$ cat config.mk
export PLATFORM = sky130hd
export DESIGN_NAME = step_controller
export DESIGN_NICKNAME = d
export VERILOG_FILES = /design/src/rtl/step_controller.sv
export SDC_FILE = /design/constraint.sdc
export NUM_CORES = 1
export LEC_CHECK = 0
export BUFFER_PORTS_ARGS = -buffer_cell sky130_fd_sc_hd__buf_4
export CORE_ASPECT_RATIO = 1.5
export CORE_UTILIZATION = 40
export DETAILED_ROUTE_END_ITERATION = 6
export GPL_TIMING_DRIVEN = 0
export PLACE_DENSITY = 0.56
export SETUP_SLACK_MARGIN = 0.02
export SYNTH_ARGS = -nofsm -noshare
export SYNTH_HDL_FRONTEND = slang
export SYNTH_SLANG_ARGS = --single-unit
export TNS_END_PERCENT = 10
$ cat constraint.sdc
create_clock -name clock -period 2.36 [get_ports clock]
set_clock_uncertainty 0.15 [all_clocks]
set_input_delay 0.236 -clock clock [delete_from_list [all_inputs] [get_ports clock]]
set_output_delay 0.236 -clock clock [all_outputs]
set_load 0.01 [all_outputs]
$ cat src/rtl/step_controller.sv
// Single-step / auto-run clock generator for the Mips core.
// Debounces the step key, paces auto-run, emits cpu_clock steps.
//
// Ports:
//   clock       board clock (all state on rising edge)
//   reset       asynchronous active-low reset
//   key_step_n  raw bouncing step key, active-low, async
//   run_en      raw run switch, 1 = auto-run, async
//   cpu_clock   registered clock to the core
//   step_pulse  one-cycle strobe on each cpu_clock rise
//   busy        high while a step is in progress
//   step_count  number of steps issued (wraps)
module step_controller #(
    parameter int unsigned DEBOUNCE_CYCLES = 500000,
    parameter int unsigned PULSE_CYCLES    = 4,
    parameter int unsigned RUN_PERIOD      = 25000000,
    parameter int unsigned COUNT_W         = 32
) (
    input  logic               clock,
    input  logic               reset,
    input  logic               key_step_n,
    input  logic               run_en,
    output logic               cpu_clock,
    output logic               step_pulse,
    output logic               busy,
    output logic [COUNT_W-1:0] step_count
);

    localparam int DB_W =
        (DEBOUNCE_CYCLES > 1) ? $clog2(DEBOUNCE_CYCLES) : 1;
    localparam int RUN_W =
        (RUN_PERIOD > 1) ? $clog2(RUN_PERIOD) : 1;
    localparam int PUL_W =
        (PULSE_CYCLES > 1) ? $clog2(PULSE_CYCLES) : 1;

    localparam logic [DB_W-1:0]  DB_LAST  = DB_W'(DEBOUNCE_CYCLES - 1);
    localparam logic [RUN_W-1:0] RUN_LAST = RUN_W'(RUN_PERIOD - 1);
    localparam logic [PUL_W-1:0] PUL_LAST = PUL_W'(PULSE_CYCLES - 1);

    localparam logic [1:0] S_IDLE = 2'd0;
    localparam logic [1:0] S_HIGH = 2'd1;
    localparam logic [1:0] S_LOW  = 2'd2;

    logic [1:0]       key_sync;
    logic [1:0]       run_sync;
    logic             key_s;
    logic             run_s;
    logic             key_db;
    logic             key_db_d;
    logic [DB_W-1:0]  db_cnt;
    logic [RUN_W-1:0] run_cnt;
    logic [PUL_W-1:0] pul_cnt;
    logic [1:0]       state;
    logic             press;
    logic             tick;
    logic             req;

    assign key_s = key_sync[1];
    assign run_s = run_sync[1];

    // Key syncs to "released" so reset never looks like a press.
    always_ff @(posedge clock or negedge reset) begin
        if (!reset) begin
            key_sync <= 2'b11;
            run_sync <= 2'b00;
        end else begin
            key_sync <= {key_sync[0], key_step_n};
            run_sync <= {run_sync[0], run_en};
        end
    end

    // Any cycle agreeing with the stable level restarts the count.
    always_ff @(posedge clock or negedge reset) begin
        if (!reset) begin
            key_db   <= 1'b1;
            key_db_d <= 1'b1;
            db_cnt   <= '0;
        end else begin
            key_db_d <= key_db;
            if (key_s == key_db) begin
                db_cnt <= '0;
            end else if (db_cnt == DB_LAST) begin
                key_db <= key_s;
                db_cnt <= '0;
            end else begin
                db_cnt <= db_cnt + DB_W'(1);
            end
        end
    end

    assign press = key_db_d & ~key_db;

    // Held at zero outside run mode so each run starts a full period.
    assign tick = run_s && (run_cnt == RUN_LAST);

    always_ff @(posedge clock or negedge reset) begin
        if (!reset) begin
            run_cnt <= '0;
        end else if (!run_s || tick) begin
            run_cnt <= '0;
        end else begin
            run_cnt <= run_cnt + RUN_W'(1);
        end
    end

    assign req = run_s ? tick : press;

    // Requests only take effect in IDLE, so those arriving
    // mid-step are dropped rather than queued.
    always_ff @(posedge clock or negedge reset) begin
        if (!reset) begin
            state      <= S_IDLE;
            pul_cnt    <= '0;
            cpu_clock  <= 1'b0;
            step_pulse <= 1'b0;
            busy       <= 1'b0;
            step_count <= '0;
        end else begin
            step_pulse <= 1'b0;
            unique case (state)
                S_IDLE: begin
                    if (req) begin
                        state      <= S_HIGH;
                        pul_cnt    <= '0;
                        cpu_clock  <= 1'b1;
                        step_pulse <= 1'b1;
                        busy       <= 1'b1;
                        step_count <= step_count + COUNT_W'(1);
                    end
                end
                S_HIGH: begin
                    if (pul_cnt == PUL_LAST) begin
                        state     <= S_LOW;
                        pul_cnt   <= '0;
                        cpu_clock <= 1'b0;
                    end else begin
                        pul_cnt <= pul_cnt + PUL_W'(1);
                    end
                end
                S_LOW: begin
                    if (pul_cnt == PUL_LAST) begin
                        state   <= S_IDLE;
                        pul_cnt <= '0;
                        busy    <= 1'b0;
                    end else begin
                        pul_cnt <= pul_cnt + PUL_W'(1);
                    end
                end
                default: begin
                    state     <= S_IDLE;
                    pul_cnt   <= '0;
                    cpu_clock <= 1'b0;
                    busy      <= 1'b0;
                end
            endcase
        end
    end

endmodule

==> results.toml, run 1 <==
[outcome]
status = "finished, violations left"
violations = "hold timing, setup timing"

[sta]
hold_violations = 48
setup_viol = 14
slew_headroom_pct = 25.1
worst_slack_ps = -95.1
period_needed_ps = 2460
slew_violations = 0
worst_pin_slew_ps = 1120
hold_ws_ps = -43.6
period_share_pct = 104
fin_tns_setup_ps = -550
rsz0062_at_grt = "yes"
clock.fmax_mhz = 407

[route]
drtAntennaViolNets = 0
viasPerCell = 5.20
drt_pass1_iterations = 4
vias = 3190
dr.first_iter.drc_count = 100
routedWlPerCell_um = 15.7
wirelength_mm = 9.65
drc = 0

[synthesis]
synth_top_area_share_pct = 50.0
ys_ff_latch = 89
ys_top_cells_by_area = "dfrtp_1, xor2_1, nor2_1"
synthCells = 402
yosysSeqAreaShare_pct = 52.5
synth_nets = 414
yosysTopAreaCell = "dfrtp_1"
syn-cell-area_um2 = 4250
synthArstFlopShare_pct = 100
synth_edf_count = 0
synth_cell_types = 35
synthFlopType = "dfrtp_1"
syn-mean-instance-area_um2 = 10.6
ys_warn_count = 0

[floorplan]
dieArea_um2 = 11100
start_util_pct = 41.5
die_w_um = 86.2
ios = 39
core-area_um2 = 10200
rows = 45
die_h_um = 128

[placement]
dpl_cell_area_um2 = 4710
hpwl_mm = 6.14
numPortBuffers = 38
globalplace.congestion = 0.826

[worst_setup_path]
crit_path_max_fanout = 8
crit_chain = "or4b_4 -> nor4_4 -> a22oi_2 -> buf_6 -> nor4_2 -> xnor2_1"
worstPathArrival_ps = 2560
path_class = "flop to flop"
rrSetupSlack_ps = -100
max_stage_delay_ps = 560
cp_slowest_cell = "or4b_4"
r2r_end = "step_count[19]$_DFFE_PN0P_"
ff2ff_path_depth = 6
critPathLaunchType = "flop"
r2r_start = "run_cnt[8]$_DFF_PN0_"
critPathCaptureType = "flop"
worstPathRequired_ps = 2470

[cells_and_area]
drive_gt1_share_pct = 27.9
diodes = 0
final_common_cell = "dfrtp_1"
stdcell_area_um2 = 5540
final_cell_mix = "dfrtp_1, xor2_1, nor2_1, buf_4, nand3_1"
syn2layout_area_growth_pct = 30.3
finish.utilization_pct = 54.1
nets = 480

[grt]
antenna_found_initial = 0
grt-busiest-layer = "met2"
grt.met1_usage_pct = 22.8
grt_max_degree = 90
grt_pass1_wl_mm = 15.6
met2_usage_pct = 31.6
grt-ovfl-total = 0
grt_pass1_vias = 3150
met3_usage_pct = 3.28
track_usage_pct = 18.7

[power]
leakagePower_nw = 2.82
ir_worst_vdd_mv = 0.336
p_per_area_nw_per_um2 = 554
p_total_w = 0.00307

[cts]
cts_root_buf = "clkbuf_16"
clock_sinks = 89
clock_path_buffers = 2
cts.htree.levels = 3
clkLatencyLatePin_ps = 340
cts_inserted_buffers = 9
path_clk_slew_ps = 60
cts_tree = "built"

[worst_hold_path]
hp-class = "input pin to async pin"

[run]
max-cap-violations = 0
==> state kept, by name (all words and copies together) (netlist names) <==
signal	cells
step_count	32
run_cnt	25
db_cnt	19
key_sync	2
pul_cnt	2
run_sync	2
state	2
busy	1
cpu_clock	1
key_db	1
key_db_d	1
step_pulse	1
==> cells by family after synthesis <==
group	synth area share (%)
AOI/OAI and AO/OA	1.82
xor gates and xnor gates	14.8
adders and majority gates	2.35
buffers and inverters	2.03
DFF	52.5
muxes	1.06
and+or+nand+nor	25.4
==> power by group <==
group	internal (W)	leakage [nW]	switching, W
Combinational	0.0000211	1.46	0.0000510
Sequential	0.00154	1.22	0.0000125
Clock	0.000851	0.141	0.000597
==> stage by stage <==
stage | cells | setup WS (ps) | hold slack [ps]
floorplan | 402 | 33.4 | -210
global placement | 581 | -492 | 186
detailed placement | 581 | -511 | 192
CTS | 606 | -110 | 21.8
global route | 614 | -211 | 65.6
finish | 614 | -95.1 | -43.6
==> repair_timing <==
action | 4_1_cts | 5_1_grt
cloned | 1 | 2
hold buffers | 2 | 0
pin swaps | 5 | 32
setup buffers | 7 | 6
gates resized for setup | 28 | 54
hold endpoints to repair | 2 | 0
endpoints found under the setup margin | 66 | 60
==> worst max path at each step <==
| stage | cells past startpoint | from | endpoint |
|---|---|---|---|
| floorplan | 8 | run_cnt[0]$_DFF_PN0_ | step_count[7]$_DFFE_PN0P_ |
| global placement | 8 | run_cnt[0]$_DFF_PN0_ | step_count[23]$_DFFE_PN0P_ |
| detailed placement | 8 | run_cnt[0]$_DFF_PN0_ | step_count[10]$_DFFE_PN0P_ |
| CTS | 6 | run_cnt[9]$_DFF_PN0_ | step_count[22]$_DFFE_PN0P_ |
| global route | 6 | run_cnt[8]$_DFF_PN0_ | step_count[19]$_DFFE_PN0P_ |
| finish | 6 | run_cnt[8]$_DFF_PN0_ | step_count[19]$_DFFE_PN0P_ |
==> synth_stat cells, types with 8 or more instances <==
library cell,n
nand3_1,26
nor2_1,56
dfrtp_1,85
ha_1,8
and3_1,12
nand4_1,23
xor2_1,60
xnor2_1,12
and4_1,8
nand2_1,25
nor3_1,17
nor4_1,11
==> critical path: cells and delay by family, from the launching register on <==
family                 cells  cell delay [ps]
AND/OR/NAND/NOR            3             1210
flip-flops                 1              410
buffers and inverters      1              210
XOR/XNOR                   1              160
AO/OA/AOI/OAI              1              230
==> per-layer routing <==
metal / vias up / part of all wire [%]
met2: 59 / 52
met4: 0 / 2.4
li1: 1531 / -
met5: - / 0
met3: 17 / 2.8
met1: 1583 / 42
==> area by class of cell <==
cell class	instances	area, um^2
Timing Repair Buffer	56	434
Clock inverter	6	66.3
Multi-Input combinational cell	294	2280
Clock buffer	10	239
Sequential cell	89	2230
Buffer	11	85.1
Fill cell	940	4710
Tap cell	141	176
Inverter	7	26.3
(Power assumes the default switching activity.)
==> run 2: changes to the inputs <==
--- a/config.mk
+++ b/config.mk
@@ -5,13 +5,15 @@
 export SDC_FILE = /design/constraint.sdc
 export NUM_CORES = 1
 export LEC_CHECK = 0
+export ABC_AREA = 1
 export BUFFER_PORTS_ARGS = -buffer_cell sky130_fd_sc_hd__buf_4
 export CORE_ASPECT_RATIO = 1.5
 export CORE_UTILIZATION = 40
 export DETAILED_ROUTE_END_ITERATION = 6
 export GPL_TIMING_DRIVEN = 0
-export PLACE_DENSITY = 0.56
+export PLACE_DENSITY = 0.55
 export SETUP_SLACK_MARGIN = 0.02
+export SKIP_LAST_GASP = 1
 export SYNTH_ARGS = -nofsm -noshare
 export SYNTH_HDL_FRONTEND = slang
 export SYNTH_SLANG_ARGS = --single-unit
==> run 2 against run 1 <==
  * The run ends with hold timing left
  * Synthesized cell count is 71% higher
  * Sequential power increased by 11%
  * Combinational power grew to 8.4 times the previous value
  * Core utilization is 6.0 points lower
  * Largest cell class unchanged
==> results.toml, run 2 <==
[outcome]
status = "finished, violations left"
violations = "hold timing"

[cells_and_area]
fillers = 1239
largest_register_ffs = 32
drive_gt1_share_pct = 10.4
syn2layout_area_growth_pct = 15.6
multi_input_area_um2 = 2450
regArea_um2 = 2230
nets = 750
diodes = 0
stdcell_area_um2 = 5830
finish.utilization_pct = 48.0
final_cell_mix = "nand2_1, nor2_1, dfrtp_1"
reg.largest.list = "step_count: 32 flops, run_cnt: 25 flops, db_cnt: 19 flops"
final_common_cell = "nand2_1"
regMostFlops = "step_count"

[cts]
cts.repair.resized = 0
cts_root_buf = "clkbuf_16"
cts_inserted_buffers = 9
post_cts_buffers = 0
cts.htree.levels = 3
clock_path_buffers = 2
cts_hold_buf = 2
clkLatencyLatePin_ps = 330
cts_tree = "built"
clock_sinks = 89
path_clk_slew_ps = 70

[route]
wl_met1_mm = 5.33
routedWlPerCell_um = 13.8
dr.first_iter.drc_count = 194
wirelength_mm = 12.3
drc = 0
drtAntennaViolNets = 0
routed.top_layer = "met4"
viasPerCell = 5.01
drt_pass1_iterations = 4
vias = 4487
wl_met3_um = 379
route.met2.wl_mm = 6.37

[grt]
antenna_found_initial = 0
grt_pass1_vias = 4306
grt-ovfl-total = 0
grt_pass1_wl_mm = 20.5
track_usage_pct = 20.0
grt_max_degree = 90

[synthesis]
synthArstFlopShare_pct = 100
ys_warn_count = 0
synth_nets = 699
ys_top_cells_by_area = "dfrtp_1, nand2_1, nor2_1"
synth_top_area_share_pct = 42.2
post-synth-top-count-cell = "nand2_1"
ys_ff_latch = 89
syn-cell-area_um2 = 5040
synthCells = 687
synth_commonest_cells = "nand2_1, nor2_1, dfrtp_1, inv_1, xor2_1"
syn-mean-instance-area_um2 = 7.34
yosysSeqAreaShare_pct = 44.2
yosysTopAreaCell = "dfrtp_1"
synthFlopType = "dfrtp_1"
synth_edf_count = 0
synth_cell_types = 31

[power]
power_frac_comb_pct = 16.4
ir_worst_vdd_mv = 0.431
p_switching_w = 0.00109
p_seq_share_pct = 46.3
switching_share_pct = 29.2
p_int_w = 0.00264
p_per_area_nw_per_um2 = 638
leakagePower_nw = 2.49
power.share.clock_pct = 37.4

[floorplan]
core-area_um2 = 12100
dieArea_um2 = 13100
die_w_um = 93.7
die_h_um = 140
start_util_pct = 41.6
ios = 39
rows = 49

[worst_setup_path]
path_class = "flop to flop"
critPathLaunchType = "flop"
worstPathArrival_ps = 2090
critPathCaptureType = "flop"
worstPathRequired_ps = 2440
crit_path_max_fanout = 5

[placement]
globalplace.congestion = 0.919
hpwl_mm = 9.25
dpl_cell_area_um2 = 5520
numPortBuffers = 38

[sta]
setup_viol = 0
slew_headroom_pct = 25.0
hold_violations = 44
period_needed_ps = 2010
period_share_pct = 85.3
worst_pin_slew_ps = 1130
rsz0062_at_grt = "no"
slew_violations = 0
hold_ws_ps = -42.8
clock.fmax_mhz = 497
fin_tns_setup_ps = 0

[run]
max-cap-violations = 0

[worst_hold_path]
hp-class = "input pin to async pin"
==> run 2: changes by cell type after synthesis, sizes merged, moves of 11 or more <==
cell	delta
and3	-11
xor2	-26
o21ai	+31
nor2	+68
nor4	-12
inv	+68
nand2	+185
==> run 2: path summary, 6_finish.rpt <==
| kind | startpoint | end | slack [ps] | cells after the start |
|---|---|---|---|---|
| min in group clock | run_sync[0]$_DFF_PN0_ | run_sync[1]$_DFF_PN0_ | 210 | 0 |
| max in group asynchronous | reset | step_count[8]$_DFFE_PN0P_ | 1370 | 1 |
| max reg2reg | run_cnt[0]$_DFF_PN0_ | run_cnt[20]$_DFF_PN0_ | 350 | 10 |
| max | run_cnt[0]$_DFF_PN0_ | run_cnt[20]$_DFF_PN0_ | 350 | 10 |
| min reg2reg | run_sync[0]$_DFF_PN0_ | run_sync[1]$_DFF_PN0_ | 210 | 0 |
| min | reset | busy$_DFFE_PN0P_ | -40 | 1 |
==> run 2: kinds of logic (layout without fill, tap and decap cells) <==
logic type	after synthesis	after routing	synth area share, %
simple gates	411	411	33.9
buf+inv	85	141	7.09
flops	89	89	44.2
xor+xnor	41	41	7.12
compound gates	53	53	5.63
fa+ha+maj	8	8	1.98
==> run 2: layout make-up <==
| cell class | count | share of cell area, % |
|---|---|---|
| Multi-Input combinational cell | 513 | 42.1 |
| Clock buffer | 11 | 4.33 |
| Buffer | 8 | 1.09 |
| Sequential cell | 89 | 38.3 |
| Timing Repair Buffer | 40 | 5.23 |
| Inverter | 77 | 5.04 |
| Clock inverter | 5 | 0.644 |
| Tap cell | 153 | 3.28 |
==> run 2: critical path, cell delays in order (launching register included) <==
cell	delay, ps
dfrtp_1	390
ha_1	240
nand3_1	140
nor2_1	210
nand2_1	100
nor2_1	150
nand2_1	140
nor2_1	190
nand3_1	90
nand2_1	70
nor2_1	40
==> run 2: per-stage QoR <==
stage	total power, W	hold slack, ps	std cells	worst slack [ps]
3_5_place_dp	0.00236	196	878	332
5_1_grt	0.00393	62.2	896	128
6_report	0.00372	-42.8	896	347
4_1_cts	0.00379	28.0	896	334
3_3_place_gp	0.00234	194	878	344
2_1_floorplan	0.00212	-210	687	579
==> run 2: power groups by stage <==
stage	Sequential (W)	Clock [W]	Combinational [W]
global route	0.00173	0.00151	0.000692
finish	0.00172	0.00139	0.000608
CTS	0.00172	0.00145	0.000621
detailed placement	0.00175	0	0.000616
floorplan	0.00175	0	0.000365
global placement	0.00174	0	0.000600
==> run 2: metal layers <==
metal	global-route usage, %	vias up
met2	34.6	68
li1	-	2283
met1	24.5	2120
met5	0	-
met4	8.34	0
met3	3.06	16
